File: src/rtl/riscv_pkg.sv
// Shared RISC-V front-end definitions: NOP encoding, major opcodes,
// fetch FSM states, instruction buffer entry and an address helper.
package riscv_pkg;

  // Canonical NOP: addi x0, x0, 0
  localparam logic [31:0] NOP_INSTR = 32'h0000_0013;

  // RV32I major opcodes (bits [6:0] of the instruction word)
  localparam logic [6:0] OPC_LOAD   = 7'b000_0011;
  localparam logic [6:0] OPC_OP_IMM = 7'b001_0011;
  localparam logic [6:0] OPC_AUIPC  = 7'b001_0111;
  localparam logic [6:0] OPC_STORE  = 7'b010_0011;
  localparam logic [6:0] OPC_OP     = 7'b011_0011;
  localparam logic [6:0] OPC_LUI    = 7'b011_0111;
  localparam logic [6:0] OPC_BRANCH = 7'b110_0011;
  localparam logic [6:0] OPC_JALR   = 7'b110_0111;
  localparam logic [6:0] OPC_JAL    = 7'b110_1111;

  // Fetch FSM: RUN issues requests, DRAIN swallows responses of a flushed stream
  typedef enum logic [0:0] {
    FETCH_RUN   = 1'b0,
    FETCH_DRAIN = 1'b1
  } fetch_state_t;

  // One instruction buffer entry
  typedef struct packed {
    logic [31:0] pc;
    logic [31:0] ins;
  } fetch_entry_t;

  // Force an address onto a 32-bit word boundary
  function automatic logic [31:0] word_align(input logic [31:0] addr);
    return {addr[31:2], 2'b00};
  endfunction

endpackage

File: src/rtl/fetch_fifo.sv
// Instruction buffer: small circular FIFO of {pc, ins} entries with
// synchronous flush. A push while full is accepted only if a pop frees
// a slot in the same cycle; the fetch unit never lets that be exceeded.
module fetch_fifo
  import riscv_pkg::*;
#(
  parameter int DEPTH = 2,
  parameter int CW    = $clog2(DEPTH + 1)
) (
  input  logic          clk,
  input  logic          rstn,
  input  logic          push,
  input  fetch_entry_t  push_data,
  input  logic          pop,
  input  logic          flush,
  output fetch_entry_t  head,
  output logic [CW-1:0] count
);

  localparam int AW = (DEPTH > 1) ? $clog2(DEPTH) : 1;
  localparam logic [AW-1:0] LAST_IDX = AW'(DEPTH - 1);
  localparam logic [CW-1:0] FULL_C   = CW'(DEPTH);
  localparam logic [CW-1:0] ONE_C    = CW'(1'b1);

  fetch_entry_t  mem_r [DEPTH];
  logic [AW-1:0] rd_ptr_r;
  logic [AW-1:0] wr_ptr_r;
  logic [CW-1:0] count_r;
  logic          do_pop_s;
  logic          do_push_s;

  // Circular pointer increment that also works for non-power-of-two depths
  function automatic logic [AW-1:0] ptr_inc(input logic [AW-1:0] p);
    return (p == LAST_IDX) ? {AW{1'b0}} : p + AW'(1'b1);
  endfunction

  // Qualify push/pop against the current occupancy
  always_comb begin
    do_pop_s  = pop && (count_r != {CW{1'b0}});
    do_push_s = push && ((count_r != FULL_C) || do_pop_s);
  end

  // Pointer and occupancy bookkeeping; flush empties the buffer
  always_ff @(posedge clk or negedge rstn) begin
    if (!rstn) begin
      rd_ptr_r <= {AW{1'b0}};
      wr_ptr_r <= {AW{1'b0}};
      count_r  <= {CW{1'b0}};
    end else if (flush) begin
      rd_ptr_r <= {AW{1'b0}};
      wr_ptr_r <= {AW{1'b0}};
      count_r  <= {CW{1'b0}};
    end else begin
      if (do_pop_s) begin
        rd_ptr_r <= ptr_inc(rd_ptr_r);
      end
      if (do_push_s) begin
        wr_ptr_r <= ptr_inc(wr_ptr_r);
      end
      case ({do_push_s, do_pop_s})
        2'b10:   count_r <= count_r + ONE_C;
        2'b01:   count_r <= count_r - ONE_C;
        default: count_r <= count_r;
      endcase
    end
  end

  // Entry storage, cleared on reset so the head never shows stale data
  always_ff @(posedge clk or negedge rstn) begin
    if (!rstn) begin
      for (int i = 0; i < DEPTH; i++) begin
        mem_r[i] <= '{pc: 32'h0000_0000, ins: NOP_INSTR};
      end
    end else if (do_push_s && !flush) begin
      mem_r[wr_ptr_r] <= push_data;
    end
  end

  assign head  = mem_r[rd_ptr_r];
  assign count = count_r;

endmodule

File: src/rtl/fetch_unit.sv
// Instruction fetch front end: issues word fetches to instruction memory,
// tracks outstanding requests, buffers in-order responses and hands the
// oldest one to decode. Redirects flush the buffer and drop responses that
// belong to the abandoned stream (DRAIN) before fetching resumes.
module fetch_unit
  import riscv_pkg::*;
#(
  parameter logic [31:0] RESET_PC  = 32'h0000_0000,
  parameter int          BUF_DEPTH = 2
) (
  input  logic        clk,
  input  logic        rstn,
  input  logic        stall,
  input  logic        redirect_valid,
  input  logic [31:0] redirect_pc,
  output logic        imem_req,
  output logic [31:0] imem_addr,
  input  logic        imem_gnt,
  input  logic        imem_rvalid,
  input  logic [31:0] imem_rdata,
  output logic [31:0] ins,
  output logic [31:0] ins_pc,
  output logic        ins_valid
);

  localparam int CW = $clog2(BUF_DEPTH + 1);
  localparam logic [CW-1:0] DEPTH_C = CW'(BUF_DEPTH);
  localparam logic [CW-1:0] ONE_C   = CW'(1'b1);
  localparam logic [CW-1:0] ZERO_C  = {CW{1'b0}};

  fetch_state_t  state_r;
  fetch_state_t  state_nxt_s;
  logic [31:0]   fetch_pc_r;
  logic [31:0]   fetch_pc_nxt_s;
  logic [31:0]   resp_pc_r;      // pc of the oldest live (non-discarded) request
  logic [31:0]   resp_pc_nxt_s;
  logic [CW-1:0] in_flight_r;
  logic [CW-1:0] in_flight_nxt_s;
  logic [CW-1:0] discard_r;
  logic [CW-1:0] discard_nxt_s;
  logic [CW-1:0] buf_count_s;
  logic          resp_ok_s;
  logic          budget_ok_s;
  logic          grant_s;
  logic          push_s;
  logic          pop_s;
  fetch_entry_t  head_s;
  fetch_entry_t  push_data_s;

  // Request/response qualification; no request goes out in a redirect cycle
  always_comb begin
    resp_ok_s   = imem_rvalid && (in_flight_r != ZERO_C);
    budget_ok_s = ({1'b0, in_flight_r} + {1'b0, buf_count_s}) < {1'b0, DEPTH_C};
    imem_req    = rstn && (state_r == FETCH_RUN) && budget_ok_s && !redirect_valid;
    grant_s     = imem_req && imem_gnt;
    push_s      = resp_ok_s && (state_r == FETCH_RUN) && !redirect_valid;
    ins_valid   = (buf_count_s != ZERO_C);
    pop_s       = ins_valid && !stall && !redirect_valid;
    push_data_s = '{pc: resp_pc_r, ins: imem_rdata};
  end

  // Counter, PC and FSM next-state logic
  always_comb begin
    in_flight_nxt_s = in_flight_r;
    discard_nxt_s   = discard_r;
    fetch_pc_nxt_s  = fetch_pc_r;
    resp_pc_nxt_s   = resp_pc_r;
    state_nxt_s     = state_r;

    if (grant_s && !resp_ok_s) begin
      in_flight_nxt_s = in_flight_r + ONE_C;
    end else if (!grant_s && resp_ok_s) begin
      in_flight_nxt_s = in_flight_r - ONE_C;
    end else begin
      in_flight_nxt_s = in_flight_r;
    end

    case (state_r)
      FETCH_RUN: begin
        // Everything still outstanding after this cycle belongs to the old stream
        if (redirect_valid) begin
          discard_nxt_s = in_flight_nxt_s;
        end else begin
          discard_nxt_s = ZERO_C;
        end
      end
      FETCH_DRAIN: begin
        if (resp_ok_s && (discard_r != ZERO_C)) begin
          discard_nxt_s = discard_r - ONE_C;
        end else begin
          discard_nxt_s = discard_r;
        end
      end
      default: begin
        discard_nxt_s = ZERO_C;
      end
    endcase

    state_nxt_s = (discard_nxt_s != ZERO_C) ? FETCH_DRAIN : FETCH_RUN;

    if (redirect_valid) begin
      fetch_pc_nxt_s = word_align(redirect_pc);
      resp_pc_nxt_s  = word_align(redirect_pc);
    end else begin
      fetch_pc_nxt_s = grant_s ? (fetch_pc_r + 32'd4) : fetch_pc_r;
      resp_pc_nxt_s  = push_s  ? (resp_pc_r + 32'd4)  : resp_pc_r;
    end
  end

  // State register; reset abandons all outstanding fetches
  always_ff @(posedge clk or negedge rstn) begin
    if (!rstn) begin
      state_r     <= FETCH_RUN;
      fetch_pc_r  <= RESET_PC;
      resp_pc_r   <= RESET_PC;
      in_flight_r <= ZERO_C;
      discard_r   <= ZERO_C;
    end else begin
      state_r     <= state_nxt_s;
      fetch_pc_r  <= fetch_pc_nxt_s;
      resp_pc_r   <= resp_pc_nxt_s;
      in_flight_r <= in_flight_nxt_s;
      discard_r   <= discard_nxt_s;
    end
  end

  fetch_fifo #(
    .DEPTH (BUF_DEPTH),
    .CW    (CW)
  ) u_fifo (
    .clk       (clk),
    .rstn      (rstn),
    .push      (push_s),
    .push_data (push_data_s),
    .pop       (pop_s),
    .flush     (redirect_valid),
    .head      (head_s),
    .count     (buf_count_s)
  );

  // Present the buffer head, or a NOP when nothing is buffered
  always_comb begin
    imem_addr = fetch_pc_r;
    if (ins_valid) begin
      ins    = head_s.ins;
      ins_pc = head_s.pc;
    end else begin
      ins    = NOP_INSTR;
      ins_pc = 32'h0000_0000;
    end
  end

endmodule

File: config.mk
export PLATFORM = sky130hd
export DESIGN_NAME = fetch_unit
export DESIGN_NICKNAME = d
export VERILOG_FILES = /design/src/rtl/riscv_pkg.sv /design/src/rtl/fetch_fifo.sv /design/src/rtl/fetch_unit.sv
export SDC_FILE = /design/constraint.sdc
export NUM_CORES = 1
export LEC_CHECK = 0
export ABC_CLOCK_PERIOD_IN_PS = 4400
export CORE_ASPECT_RATIO = 1.25
export CORE_MARGIN = 2
export CORE_UTILIZATION = 35
export DETAILED_ROUTE_END_ITERATION = 8
export GPL_ROUTABILITY_DRIVEN = 0
export GPL_TIMING_DRIVEN = 0
export PLACE_DENSITY_LB_ADDON = 0.25
export SLEW_MARGIN = 20
export SYNTH_ARGS = -nofsm -noshare
export SYNTH_HDL_FRONTEND = slang
export SYNTH_SLANG_ARGS = --single-unit
File: constraint.sdc
create_clock -name clk -period 4.4 [get_ports clk]
set_clock_uncertainty 0.2 [all_clocks]
set_input_delay 0.44 -clock clk [delete_from_list [all_inputs] [get_ports clk]]
set_output_delay 0.44 -clock clk [all_outputs]
set_load 0.005 [all_outputs]
==> results of run 1 <==
==> power by group through the flow <==
| stage | Combinational (mW) | Sequential [mW] | Clock, mW |
|---|---|---|---|
| 6_report | 2.03 | 2.78 | 1.62 |
| 5_1_grt | 2.24 | 2.86 | 1.75 |
| 4_1_cts | 2.07 | 2.78 | 1.67 |
| 3_5_place_dp | 2.06 | 2.81 | 0 |
| 3_3_place_gp | 2.02 | 2.79 | 0 |
| 2_1_floorplan | 1.33 | 2.71 | 0 |
==> sequential cells by signal (all words and copies together), names as in the netlist <==
register         cells
u_fifo.mem_r       124
imem_addr           30
resp_pc_r           30
discard_r            2
in_flight_r          2
u_fifo.count         2
state_r              1
u_fifo.rd_ptr_r      1
u_fifo.wr_ptr_r      1
==> per-stage QoR <==
stage | setup WS (ns) | power, mW | util | cell area, µm²
6_report | 0.881 | 6.42 | 0.458 | 12300
2_1_floorplan | 1.83 | 4.04 | - | 9600
5_1_grt | 0.706 | 6.86 | 0.458 | 12300
4_1_cts | 0.824 | 6.52 | 0.458 | 12300
3_5_place_dp | 1.30 | 4.87 | 0.435 | 11700
3_3_place_gp | -6.04 | 4.81 | 0.432 | 11600
==> per-layer routing <==
| layer | routed length [µm] | track usage |
|---|---|---|
| met5 | 0 | 0 |
| met4 | 256 | 0.0496 |
| met3 | 891 | 0.0343 |
| met2 | 12300 | 0.298 |
| met1 | 11200 | 0.226 |
==> logic make-up (layout without fill, tap and decap cells) <==
| logic type | count (synthesis) | after routing | synth area share |
|---|---|---|---|
| flip-flops | 193 | 193 | 0.504 |
| XOR/XNOR | 45 | 45 | 0.0411 |
| buffers and inverters | 67 | 262 | 0.0339 |
| adder cells (fa/ha/maj) | 7 | 7 | 0.00939 |
| multiplexers | 205 | 205 | 0.232 |
| AND/OR/NAND/NOR | 247 | 247 | 0.131 |
| other | 1 | 4 | 0.000391 |
| AO/OA/AOI/OAI | 72 | 72 | 0.0472 |
==> worst paths after layout <==
check | slack (ns) | from | to
worst max-delay path | 0.88 | u_fifo.count[0] | imem_req
worst min-delay path | 0.21 | redirect_valid | imem_addr[14]
worst max register to register | 1.45 | u_fifo.count[0] | imem_addr[21]
worst min register to register | 0.30 | u_fifo.mem_r[48] | u_fifo.mem_r[48]
max in group asynchronous | 2.59 | rstn | u_fifo.mem_r[64]
min in group asynchronous | 0.29 | rstn | imem_addr[10]
==> area by class of cell <==
class | count | area (µm²)
buffer | 50 | 262
timing repair buffer | 163 | 1670
clock buffer | 19 | 453
tap | 345 | 432
clock inverter | 13 | 163
inverter | 17 | 63.8
fill | 2535 | 14600
multi-input combinational | 580 | 4440
sequential | 193 | 4840
==> synthesized netlist by cell type (all sizes together) (4+ instances only) <==
master and count:
nand2 59, o211ai 10, nand4 24, buf 33, nor3 14, dfstp 6, a21oi 7, and3 8
nor3b 4, inv 17, nand2b 6, a21boi 10, nor4 7, xor2 22, mux2 142, o21ai 27
nand3 33, xnor2 23, o311ai 4, a31oi 8, dfrtp 187, nor2 78, mux2i 63, or3 4
clkbuf 17, ha 4
==> critical path, stage by stage (launching register included) <==
cell and delay (ns):
dfrtp_1 0.41, inv_1 0.10, nor2_1 0.14, fa_1 0.42
or3_1 0.41, buf_6 0.16, nor3b_2 0.27, clkdlybuf4s50_1 0.55
==> out/results.tsv, run 1 <==
stage	metric	value	unit
synth	synth_edf_count	0	
setup_path	critical_path_class	flip-flop to output port	
min_path	holdPathStages	3	
sta	slew_headroom	0.429	
synth	synthCells	837	
floorplan	initial_utilization	0.356	
sta	report.final.setup_viol	0	
layout	final_cell_mix	dfrtp_1 (187), clkdlybuf4s50_1 (159), mux2_2 (142), nor2_1 (77), mux2i_1 (63)	
detailed_routing	drc	0	
place	dp_hpwl	18.2	mm
layout	num_antenna_cells	0	
power	intPower	4.47	mW
cts	cts_num_sinks	193	
layout	area_growth	28.5	%
synth	yosys.area.top_type_share	0.488	
detailed_routing	dr.pass1.iters	4	
floorplan	fp.dieW	152	µm
cts	cts_inserted_buffers	17	
layout	mostFrequentLayoutCell	dfrtp_1	
min_path	hold_class	primary input to flip-flop	
power	power_switching	1.95	mW
grt	first_global_vias	7062	
floorplan	die_h	189	µm
setup_path	startpoint_type	flip-flop	
power	peakVddDrop	0.000302	V
synth	ys.flop_type	dfrtp_1	
floorplan	io_pins	168	
layout	drive_above_1_share	0.214	
sta	fin_tns_setup	0	ns
floorplan	die_area	28700	µm²
grt	grt_max_degree	93	
detailed_routing	drtAntennaViolNets	0	
grt	grt_pass1_wl	39.5	mm
detailed_routing	detail_route.wl_per_cell	17.8	µm
power	power_frac_comb	0.315	
synth	syn_area_per_cell	11.5	µm²
grt	antenna_found_initial	0	
synth	ys_warn_count	0	
cts	cts_tree	done	
power	pwr-share-clk	0.252	
detailed_routing	wirelength	24.6	mm
grt	grt_usage	0.174	
synth	yosysSeqAreaShare	0.504	
detailed_routing	routed-via-count	6894	
cts	cts_buffer_depth	2	
sta	period_share	0.800	
floorplan	rows	67	
detailed_routing	drt-initial-drc-count	291	
cts	post_cts_buffers	0	
sta	final_max_slew_viol_count	0	
synth	post-synth-top-area-cell	dfrtp_1	
cts	clock-root-buffer	clkbuf_16	
synth	postSynth.asyncResetShare	1.00	
cts	cts.clk_slew.worst_paths	0.08	ns
setup_path	crit_path_end_kind	output port	
sta	worst_slew_pin_slew	0.856	ns
setup_path	worst_ep_arrival_time	2.88	ns
place	port_buffers	160	
floorplan	core_area	26900	µm²
power	leakagePower	4.96	nW
sta	fmax	0.284	GHz
synth	netlist_top_cells_area	dfrtp_1 (49%), mux2_2 (17%), mux2i_1 (6.6%)	
sta	period_needed	3.52	ns
synth	yosys_register_bits	193	
place	numPlacedInstances	1347	
run_status	status	finished, final reports clean	
cts	ctsHtreeMaxLevel	4	
setup_path	critPathRequiredTime	3.76	ns
synth	mappedNetlistArea	9590	µm²
power	seqPwrFrac	0.432	
setup_path	critPathMaxFanout	6	
setup_path	reg2reg_depth	9	
sta	rsz0062_at_grt	no	
cts	clkLatencyLatePin	0.43	ns
sta	finalHoldViolCount	0	
cts	cts_resized	0	
synth	synth.distinct_cells	52	
power	power_density	521	nW/µm²
detailed_routing	via_per_inst	5.00	
grt	grt-ovfl-total	0	
layout	fin_cells	1380	
layout	finalNetCount	1097	
flow_run	drv_cap	0	
power	switching_share	0.304	
cts	hold_buffers	1	
sta	whs	0.214	ns
Note: power is estimated with default switching activity, not from simulation.
==> run 2, diff against run 1 <==
--- a/config.mk
+++ b/config.mk
@@ -5,7 +5,7 @@
 export SDC_FILE = /design/constraint.sdc
 export NUM_CORES = 1
 export LEC_CHECK = 0
-export ABC_CLOCK_PERIOD_IN_PS = 4400
+export ABC_CLOCK_PERIOD_IN_PS = 3600
 export CORE_ASPECT_RATIO = 1.25
 export CORE_MARGIN = 2
 export CORE_UTILIZATION = 35
==> constraint.sdc (replaced) <==
create_clock -name clk -period 3.6 [get_ports clk]
set_clock_uncertainty 0.2 [all_clocks]
set_input_delay 0.36 -clock clk [delete_from_list [all_inputs] [get_ports clk]]
set_output_delay 0.36 -clock clk [all_outputs]
set_load 0.005 [all_outputs]
==> run 2 against run 1 <==
Compared with the run above:
- clock-buffer cell count stayed put
- die area unchanged
- hold slack lost 0.082 ns
- worst setup slack got worse by 0.69 ns
- critical endpoint unchanged
- largest cell class unchanged
==> out/results.tsv, run 2 (synthesized netlist as in run 1, its figures left out) <==
stage	metric	value	unit
floorplan	die_h	189	µm
setup_path	crit_path_end_kind	output port	
cts	cts_tree	done	
power	seqPwrFrac	0.432	
layout	mostFrequentLayoutCell	dfrtp_1	
layout	num_antenna_cells	0	
floorplan	io_pins	168	
setup_path	cp.buffers_inverters	3	
layout	drive_above_1_share	0.216	
cts	ctsHtreeMaxLevel	4	
grt	first_global_vias	7062	
detailed_routing	drc	0	
power	switching_share	0.305	
setup_path	startpoint_type	flip-flop	
sta	slew_headroom	0.470	
floorplan	initial_utilization	0.356	
sta	rsz0062_at_grt	no	
setup_path	crit_slowest_cell	clkdlybuf4s50_1	
layout	fin_area	12300	µm²
setup_path	cp_top_family	simple AND/OR/NAND/NOR gates	
place	dp_hpwl	18.2	mm
cts	cts_num_sinks	193	
power	intPower	5.47	mW
cts	cts.clk_slew.worst_paths	0.08	ns
cts	cts_inserted_buffers	17	
grt	grt_usage	0.174	
detailed_routing	drtAntennaViolNets	0	
setup_path	crit_chain	inv_1 > nor2_1 > fa_1 > or3_1 > buf_6 > nor3b_2 > clkdlybuf4s50_1	
floorplan	rows	67	
power	power_switching	2.40	mW
grt	grt_pass1_wl	39.5	mm
power	power_density	638	nW/µm²
grt	grt-ovfl-total	0	
flow_run	drv_cap	0	
power	pwr-share-clk	0.253	
sta	report.final.setup_viol	0	
cts	cts_buffer_depth	2	
grt	antenna_found_initial	0	
layout	finalNetCount	1097	
setup_path	worst_ep_arrival_time	2.85	ns
sta	final_max_slew_viol_count	0	
grt	grt_max_degree	93	
sta	period_share	0.946	
sta	fin_tns_setup	0	ns
floorplan	fp.dieW	152	µm
layout	multi_input_area	4440	µm²
layout	fillers	2534	
power	power_frac_comb	0.315	
setup_path	critPathMaxFanout	6	
setup_path	cpPeakStageDelay	0.55	ns
setup_path	critPathRequiredTime	3.04	ns
power	peakVddDrop	0.000373	V
detailed_routing	dr.pass1.iters	4	
floorplan	core_area	26900	µm²
detailed_routing	wirelength	24.6	mm
cts	clkLatencyLatePin	0.43	ns
power	leakagePower	4.97	nW
sta	worst_slew_pin_slew	0.796	ns
detailed_routing	detail_route.wl_per_cell	17.9	µm
sta	fmax	0.294	GHz
place	port_buffers	160	
sta	finalHoldViolCount	0	
layout	top_register	u_fifo.mem_r	
detailed_routing	via_per_inst	4.99	
setup_path	critical_path_class	flip-flop to output port	
run_status	status	finished, final reports clean	
min_path	hold_class	primary input to flip-flop	
layout	final_cell_mix	dfrtp_1 (186), clkdlybuf4s50_1 (159), mux2_2 (142), nor2_1 (76), mux2i_1 (63)	
floorplan	die_area	28700	µm²
layout	area_growth	28.5	%
cts	post_cts_buffers	0	
detailed_routing	routed-via-count	6883	
place	placed_cell_area	11700	µm²
detailed_routing	drt-initial-drc-count	279	
sta	period_needed	3.41	ns
layout	seq_area	4840	µm²
cts	clock-root-buffer	clkbuf_16	
layout	largest_reg_flops	124	
==> run 2: cell types whose count changed in the layout (fill, tap and decap cells not counted) <==
cell | previous run | this run
buf_1 | 6 | 5
dfrtp_2 | 0 | 1
dfrtp_1 | 187 | 186
nor2_1 | 77 | 76
clkbuf_2 | 0 | 1
nor2_2 | 0 | 1
==> run 2: metrics by stage <==
step | hold WS, ns | std cells | utilization | power [mW] | setup WS (ns)
floorplan | -0.136 | 840 | - | 4.94 | 1.03
global placement | 0.286 | 1345 | 0.432 | 5.87 | -6.76
detailed placement | 0.0925 | 1347 | 0.435 | 5.95 | 0.576
CTS | 0.124 | 1380 | 0.458 | 7.97 | 0.104
global route | 0.145 | 1380 | 0.458 | 8.38 | 0.0249
finish | 0.132 | 1380 | 0.458 | 7.86 | 0.193
==> run 2: final timing paths <==
| path | startpoint | endpoint | slack [ns] | cells after the start |
|---|---|---|---|---|
| max | u_fifo.count[0] | imem_req | 0.19 | 7 |
| min | redirect_valid | resp_pc_r[14] | 0.13 | 3 |
| max reg2reg | u_fifo.count[0] | imem_addr[21] | 0.68 | 9 |
| min reg2reg | u_fifo.mem_r[48] | u_fifo.mem_r[48] | 0.30 | 1 |
| max in group asynchronous | rstn | u_fifo.mem_r[64] | 1.87 | 4 |
| min in group asynchronous | rstn | imem_addr[10] | 0.21 | 2 |
==> run 2: timing repair <==
action | in CTS | in global routing
endpoints found under the setup margin | 0 | 2
endpoints found under the hold margin | 49 | 0
resized for setup | 0 | 4
hold buffers | 1 | 0
==> run 2: metal layers <==
| layer | up-vias | global-route usage | share of wire |
|---|---|---|---|
| met5 | - | 0 | 0 |
| met4 | 0 | 0.0496 | 0.013 |
| met3 | 15 | 0.0343 | 0.041 |
| met2 | 163 | 0.298 | 0.50 |
| met1 | 3384 | 0.226 | 0.45 |
| li1 | 3321 | - | - |
==> run 2: final cells by class <==
cell class | instances | area share
clock inverters | 13 | 0.0132
multi-input cells | 580 | 0.360
repair buffers | 163 | 0.136
well taps | 345 | 0.0350
flip-flops and latches | 193 | 0.393
clock buffers | 19 | 0.0367
plain buffers | 50 | 0.0213
inverters | 17 | 0.00518
==> run 2: worst register-to-register path, delay by kind of cell, from the launching register on <==
| kind | cells | cell delay [ns] |
|---|---|---|
| simple gates | 4 | 1.14 |
| fa+ha+maj | 1 | 0.42 |
| flops | 1 | 0.40 |
| mux | 1 | 0.26 |
| buf+inv | 2 | 0.25 |
| xor+xnor | 1 | 0.16 |
==> run 2: power groups by stage <==
| stage | Combinational [mW] | Clock (mW) | Sequential, mW |
|---|---|---|---|
| floorplan | 1.62 | 0 | 3.31 |
| global placement | 2.46 | 0 | 3.41 |
| detailed placement | 2.51 | 0 | 3.44 |
| CTS | 2.53 | 2.05 | 3.39 |
| global route | 2.74 | 2.14 | 3.50 |
| finish | 2.48 | 1.99 | 3.40 |
==> run 3, diff against run 2 <==
--- a/config.mk
+++ b/config.mk
@@ -6,9 +6,10 @@
 export NUM_CORES = 1
 export LEC_CHECK = 0
 export ABC_CLOCK_PERIOD_IN_PS = 3600
-export CORE_ASPECT_RATIO = 1.25
+export CORE_ASPECT_RATIO = 0.6
 export CORE_MARGIN = 2
 export CORE_UTILIZATION = 35
+export CTS_CLUSTER_DIAMETER = 60
 export DETAILED_ROUTE_END_ITERATION = 8
 export GPL_ROUTABILITY_DRIVEN = 0
 export GPL_TIMING_DRIVEN = 0
==> run 3 against run 2 <==
Compared with the run above:
- clock-buffer cell count did not move
- global-route usage up 1.4 points
- maximum frequency down 0.52%
- critical path type unchanged
- utilization grew 0.25 points
- worst setup slack lost 0.018 ns
- largest cell class unchanged
- clock power decreased by 10%
- sequential power is essentially flat
- sequential cell count did not move
- die area is 0.12% higher
==> out/results.tsv, run 3 (synthesized netlist as in run 1, its figures left out) <==
stage	metric	value	unit
flow_run	drv_cap	0	
place	dp_hpwl	19.8	mm
layout	fin_area	12300	µm²
setup_path	worst_ep_arrival_time	2.86	ns
cts	cts_tree	done	
place	placed_cell_area	11700	µm²
power	finalPower	7.72	mW
sta	worst_slew_pin_slew	0.922	ns
min_path	hold_class	primary input to flip-flop	
sta	period_share	0.951	
detailed_routing	dr.pass1.iters	5	
power	peakVddDrop	0.000333	V
detailed_routing	drc	0	
grt	first_global_vias	6932	
detailed_routing	detail_route.wl_per_cell	19.0	µm
sta	slew_headroom	0.380	
cts	cts_inserted_buffers	17	
floorplan	initial_utilization	0.360	
cts	cts.clk_slew.worst_paths	0.07	ns
grt	grt_max_degree	77	
setup_path	cp_top_family	buffers and inverters	
setup_path	crit_chain	inv_1 > nor2_1 > fa_1 > or3_1 > buf_6 > nor3b_2 > clkdlybuf4s50_1	
place	port_buffers	160	
floorplan	die_h	132	µm
grt	grt_pass1_wl	41.3	mm
layout	drive_above_1_share	0.217	
cts	clock-root-buffer	clkbuf_16	
floorplan	die_area	28800	µm²
detailed_routing	routed-via-count	7136	
floorplan	fp.dieW	218	µm
setup_path	crit_path_end_kind	output port	
setup_path	cp.buffers_inverters	3	
floorplan	rows	46	
sta	finalHoldViolCount	0	
layout	fin_util	0.461	
run_status	status	finished, final reports clean	
layout	final_cell_mix	dfrtp_1 (187), clkdlybuf4s50_1 (159), mux2_2 (142), nor2_1 (76), mux2i_1 (63)	
layout	mostFrequentLayoutCell	dfrtp_1	
sta	setup_ws	0.175	ns
grt	grt-ovfl-total	0	
power	power_density	629	nW/µm²
cts	cts_buffer_depth	2	
setup_path	critPathRequiredTime	3.04	ns
setup_path	cpPeakStageDelay	0.55	ns
power	leakagePower	4.93	nW
cts	clkLatencyLatePin	0.45	ns
sta	fmax	0.292	GHz
detailed_routing	wirelength	26.5	mm
floorplan	io_pins	168	
layout	area_growth	28.0	%
detailed_routing	via_per_inst	5.12	
detailed_routing	drt-initial-drc-count	422	
detailed_routing	drtAntennaViolNets	0	
cts	ctsHtreeMaxLevel	4	
layout	largest_reg_flops	124	
sta	final_max_slew_viol_count	0	
grt	antenna_found_initial	1	
setup_path	startpoint_type	flip-flop	
cts	cts_num_sinks	193	
sta	period_needed	3.42	ns
grt	grt_usage	0.188	
layout	finalNetCount	1097	
sta	report.final.setup_viol	0	
setup_path	crit_slowest_cell	clkdlybuf4s50_1	
floorplan	core_area	26600	µm²
setup_path	critical_path_class	flip-flop to output port	
setup_path	critPathMaxFanout	6	
layout	top_register	u_fifo.mem_r	
place	pre_cts_ws	0.582	ns
-- run 3: final timing paths --
check / from / end / slack [ns] / cells after the start
worst min register to register: u_fifo.mem_r[6] / u_fifo.mem_r[6] / 0.30 / 1
max in group asynchronous: rstn / u_fifo.mem_r[28] / 1.86 / 4
worst max-delay path: u_fifo.count[0] / imem_req / 0.18 / 7
worst min-delay path: redirect_valid / resp_pc_r[14] / 0.11 / 3
min in group asynchronous: rstn / imem_addr[23] / 0.24 / 2
worst max register to register: u_fifo.count[0] / imem_addr[10] / 0.60 / 10
-- run 3: layout make-up --
cell class                      count  area [µm²]
Buffer                             50         265
Clock inverter                     12        86.3
Multi-Input combinational cell    580        4440
Tap cell                          360         450
Timing Repair Buffer              163        1670
Fill cell                        2496       14400
Sequential cell                   193        4840
Inverter                           17        63.8
Antenna cell                        1        2.50
Clock buffer                       19         453
-- run 3: report_power, final --
part	total (mW)	leakage, nW	internal (mW)	switching (mW)
clock network	1.79	0.261	0.917	0.868
logic	2.53	2.31	1.42	1.10
registers	3.41	2.36	2.95	0.459
-- run 3: worst reg2reg max path, delay by kind of cell, from the launching register on --
kind	cells	cell delay, ns
AO/OA/AOI/OAI	2	0.38
adder cells (fa/ha/maj)	1	0.41
buffers and inverters	3	0.56
flip-flops	1	0.42
AND/OR/NAND/NOR	4	0.89
-- run 3: timing repair --
action,CTS,global route
endpoints found under the setup margin,0,10
hold buffers,1,0
resized for setup,0,5
endpoints found under the hold margin,56,0
setup buffers,0,0
-- run 3: metrics by stage --
step	TNS (ns)	hold WS, ns	instances
2_1_floorplan	0	-0.136	840
3_3_place_gp	-1496.33	0.286	1360
3_5_place_dp	0	0.137	1362
4_1_cts	0	0.0815	1394
5_1_grt	-0.00681	0.105	1394
6_report	0	0.107	1395
-- run 3: metal layers --
metal  track usage  vias up  part of all wire
met4        0.0354        0            0.0062
li1              -     3317                 -
met2         0.252      182              0.41
met3        0.0544       17             0.063
met1         0.296     3620              0.52
met5             0        -                 0
